==> src/rtl/alu_unit.sv <==
// alu_unit: registered 16-bit ALU (ADD/SUB/AND single-cycle, MUL shift-add over MUL_CYCLES edges); ports clk, rst (async high), inputdata {op,A,B}, Y, cout, overflow
module alu_unit #(
  parameter int WIDTH = 16,
  parameter int MUL_CYCLES = 16
) (
  input  logic                 clk,
  input  logic                 rst,
  input  logic [2*WIDTH+1:0]   inputdata,
  output logic [WIDTH-1:0]     Y,
  output logic                 cout,
  output logic                 overflow
);
  localparam int CW = $clog2(MUL_CYCLES);
  typedef enum logic {IDLE, MUL_RUN} state_t;
  state_t state, state_n;
  logic [1:0] op;
  logic [WIDTH-1:0] a, b, y_n, mplier, mplier_n;
  logic [WIDTH:0] sum, dif;
  logic [2*WIDTH-1:0] mcand, mcand_n, acc, acc_n, acc_add;
  logic [CW-1:0] cnt, cnt_n;
  logic cout_n, ovf_n;
  assign {op, a, b} = inputdata;
  assign sum = {1'b0, a} + {1'b0, b};
  assign dif = {1'b0, a} - {1'b0, b};
  assign acc_add = mplier[0] ? acc + mcand : acc;
  always_comb begin
    state_n = state;
    y_n = Y;
    cout_n = cout;
    ovf_n = overflow;
    mcand_n = mcand;
    mplier_n = mplier;
    acc_n = acc;
    cnt_n = cnt;
    if (state == IDLE) begin
      if (op == 2'b00) begin
        y_n = sum[WIDTH-1:0];
        cout_n = sum[WIDTH];
        ovf_n = (a[WIDTH-1] == b[WIDTH-1]) && (sum[WIDTH-1] != a[WIDTH-1]);
      end else if (op == 2'b01) begin
        y_n = dif[WIDTH-1:0];
        cout_n = ~dif[WIDTH];
        ovf_n = (a[WIDTH-1] != b[WIDTH-1]) && (dif[WIDTH-1] != a[WIDTH-1]);
      end else if (op == 2'b10) begin
        mcand_n = {{WIDTH{1'b0}}, a};
        mplier_n = b;
        acc_n = '0;
        cnt_n = '0;
        state_n = MUL_RUN;
      end else begin
        y_n = a & b;
        cout_n = 1'b0;
        ovf_n = 1'b0;
      end
    end else begin
      acc_n = acc_add;
      mcand_n = mcand << 1;
      mplier_n = mplier >> 1;
      cnt_n = cnt + 1'b1;
      if (cnt == CW'(MUL_CYCLES - 1)) begin
        y_n = acc_add[WIDTH-1:0];
        cout_n = 1'b0;
        ovf_n = |acc_add[2*WIDTH-1:WIDTH];
        state_n = IDLE;
      end
    end
  end
  always_ff @(posedge clk or posedge rst) begin
    if (rst) begin
      state <= IDLE;
      Y <= '0;
      cout <= 1'b0;
      overflow <= 1'b0;
      mcand <= '0;
      mplier <= '0;
      acc <= '0;
      cnt <= '0;
    end else begin
      state <= state_n;
      Y <= y_n;
      cout <= cout_n;
      overflow <= ovf_n;
      mcand <= mcand_n;
      mplier <= mplier_n;
      acc <= acc_n;
      cnt <= cnt_n;
    end
  end
endmodule

==> config.mk <==
export PLATFORM = sky130hd
export DESIGN_NAME = alu_unit
export DESIGN_NICKNAME = d
export VERILOG_FILES = /design/src/rtl/alu_unit.sv
export SDC_FILE = /design/constraint.sdc
export NUM_CORES = 1
export LEC_CHECK = 0
export BUFFER_PORTS_ARGS = -buffer_cell sky130_fd_sc_hd__buf_4
export CAP_MARGIN = 5
export CORE_ASPECT_RATIO = 1.2
export CORE_MARGIN = 10
export CORE_UTILIZATION = 50
export DETAILED_ROUTE_END_ITERATION = 12
export PLACE_DENSITY = 0.72
export SETUP_SLACK_MARGIN = 0.02
export SKIP_CTS_REPAIR_TIMING = 1
export SLEW_MARGIN = 20
export SYNTH_ARGS = -nofsm -noshare
export SYNTH_HDL_FRONTEND = slang
export SYNTH_SLANG_ARGS = --single-unit
==> constraint.sdc <==
create_clock -name clk -period 3.95 [get_ports clk]
set_input_delay 0.395 -clock clk [delete_from_list [all_inputs] [get_ports clk]]
set_output_delay 0.395 -clock clk [all_outputs]
set_load 0.02 [all_outputs]
==> results_dict.tcl <==
set metrics [dict create \
    antennaDiodeCount 0 \
    outcome "complete, no violations" \
    clk_pin_slew_ns 0.08 \
    fp.dieH_um 159 \
    crit_type "flip-flop to flip-flop" \
    syn_nets 1106 \
    core_area_um2 15700 \
    max-vdd-ir-drop_uv 255 \
    netlist_instances 1003 \
    yosys_register_bits 103 \
    rr_worst_depth 12 \
    grt-ovfl-total 0 \
    arrival_ns 3.86 \
    initial_core_util_pct 51.2 \
    synth_cell_types 66 \
    relSlewSlack_pct 40.3 \
    hold_path_class "input port to asynchronous set/reset pin" \
    ys.warnings.count 0 \
    insertion_delay_ns 0.36 \
    rsz0062_at_grt "no" \
    fillers 1485 \
    wl_um 21700 \
    die_w_um 136 \
    ys.flop_type "dfrtp_1" \
    drc_errors 0 \
    slew_viol_final 0 \
    async_reset_ff_share_pct 100 \
    placementRows 50 \
    crit_fanout 5 \
    detailed_place_hpwl_um 16000 \
    h-tree-depth 3 \
    grt_use_total_pct 20.4 \
    grt_pass1_wl_um 36200 \
    dr.pass1.iters 5 \
    timing.fmax_ghz 0.275 \
    clock_sinks 103 \
    vias 7313 \
    drt_iter0_drc 526 \
    period_minus_slack_ns 3.63 \
    fin_tns_setup_ns 0 \
    cts_buffers 9 \
    synth_edf_count 0 \
    dp_cells 1217 \
    syn_avg_cell_area_um2 8.01 \
    grt_pass1_vias 7162 \
    start_kind "flip-flop" \
    cts_tree "done" \
    fin_nets 1123 \
    die_area_um2 21600 \
    ios 54 \
    hold_viol_final 0 \
    syn_to_final_growth_pct 10.4 \
    cts_root_buf "clkbuf_16" \
    end_kind "flip-flop" \
    clockBufferDepth 2 \
    max-cap-violations 0 \
    synth_area_um2 8040 \
    antenna_left 0 \
    tightestPinTransition_ns 0.893 \
    layout-drive-gt1-share_pct 9.85 \
    clock_skew_ns 0.0131 \
    p_per_area_nw_per_um2 625 \
    startpoint "mcand[0]" \
    wl_per_cell_um 17.6 \
    r2r_start "mcand[0]" \
    p_leak_nw 4.05 \
    required_ns 4.18 \
    antenna_found_initial 0 \
    fin_crit_sh_pct 92.0 \
    fin_area_um2 8870 \
    vias_per_cell 5.93 \
    ys_seq_area_share_pct 32.1 \
    setup_viol 0 \
    placed_area_um2 8580 \
    hold_ws_ns 0.171 \
    port_buffers 53 \
    fin_cells 1233 \
    grt_max_degree 80 \
    gp_congestion 0.898 \
]
==> layout by cell type (no fill, tap or decap), drive strengths merged, types with 4 or more instances in the layout <==
master  synthesis  layout
buf            14      66
o211ai          9       9
o22ai          11      11
nor3           18      18
inv            38      40
nand2         160     160
o21a            8       8
a21oi          94      94
mux2            7       7
or3             6       6
o311ai          4       4
xor2           21      21
o221ai          8       8
ha             64      64
dfrtp         103     103
clkbuf         46      10
nor2b          15      15
mux2i          28      28
nand2b          9       9
a21o           21      21
nand4          15      15
o21ai         108     108
a32o            4       4
nand3          11      11
nor2           69      69
o21bai          7       7
a211oi         13      13
a31oi          15      15
a22o            4       4
xnor2          16      16
and3            7       7
==> path summary, 6_finish.rpt <==
path,endpoint,slack (ns)
max,overflow,0.32
min reg2reg,mplier[2],0.48
min in group clk,mcand[0],0.29
max in group asynchronous,acc[28],2.95
min,mcand[24],0.17
max reg2reg,overflow,0.32
==> registers in the layout (all words and copies together) (netlist names) <==
register and count:
Y 16, acc 32, cnt 4, cout 1, mcand 32, mplier 16
overflow 1, state 1
==> power by group <==
group          switching [mW]  internal (mW)
Combinational            1.63           1.15
Sequential              0.395           1.45
Clock                   0.427          0.496
Total                    2.45           3.10
==> stage by stage <==
step                power [mW]  worst slack (ns)  utilization, %
CTS                       5.56             0.304            56.5
global route              6.00             0.101            56.5
detailed placement        4.61             0.322            54.6
finish                    5.55             0.316            56.5
global placement          4.56             0.388            54.6
floorplan                 3.82             0.732               -
==> metal layers <==
metal	global-route usage, %	up-vias	part of all wire [%]
met5	0	-	0
met4	8.24	0	2.7
met3	2.24	41	3.1
met2	34.9	164	50
met1	25.1	3482	44
li1	-	3626	-
==> cell families (layout without fill, tap and decap cells) <==
family | count (synthesis) | in the layout | share of synthesized area (%)
compound gates | 335 | 335 | 25.8
xor+xnor | 37 | 37 | 4.03
fa+ha+maj | 67 | 67 | 10.7
buf+inv | 99 | 121 | 4.64
flops | 103 | 103 | 32.1
mux | 35 | 35 | 4.47
simple gates | 327 | 327 | 18.3
==> layout make-up <==
class / instances / area [um^2] / share of cell area [%]
sequential: 103 / 2580 / 29.1
inverter: 39 / 149 / 1.68
timing repair buffer: 66 / 495 / 5.58
clock inverter: 6 / 67.6 / 0.761
multi-input combinational: 801 / 5090 / 57.4
clock buffer: 10 / 229 / 2.58
tap: 208 / 260 / 2.93
==> synth_stat cells (4+ instances only) <==
master    count  area share, %
o21ai_1       7           0.44
dfrtp_1     103             32
nand2_1     160            7.5
buf_1        13           0.61
nor2b_1      15            1.2
a22o_1        4           0.44
or3_1         6           0.47
a21oi_1      93            5.8
nand4_1      15            1.2
a32o_1        4           0.50
o21ai_0     101            6.3
xnor2_1      16            1.7
xor2_1       21            2.3
o22ai_1      11           0.86
nor3_1       17            1.1
a31oi_1      15            1.2
mux2i_1      28            3.5
a21o_1       21            2.0
o311ai_0      4           0.44
a211oi_1     13            1.2
o221ai_1      8           0.87
clkbuf_1     46            2.1
and3_1        7           0.54
ha_1         64             10
mux2_2        7           0.98
o21a_1        8           0.75
o211ai_1      9           0.84
o21bai_1      7           0.65
nor2_1       69            3.2
nand3_1      11           0.69
nand2b_1      9           0.70
inv_1        38            1.8
==> critical path, stage by stage (launching register included) <==
cell       delay, ns
dfrtp_1         0.40
ha_1            0.23
fa_1            0.42
a21oi_1         0.24
o211ai_1        0.20
a2111oi_4       0.38
nor3_2          0.13
or3_1           0.34
a311o_1         0.31
nor4bb_1        0.33
nand4b_1        0.13
and4bb_1        0.31
a211oi_1        0.08
(Power assumes the default switching activity.)
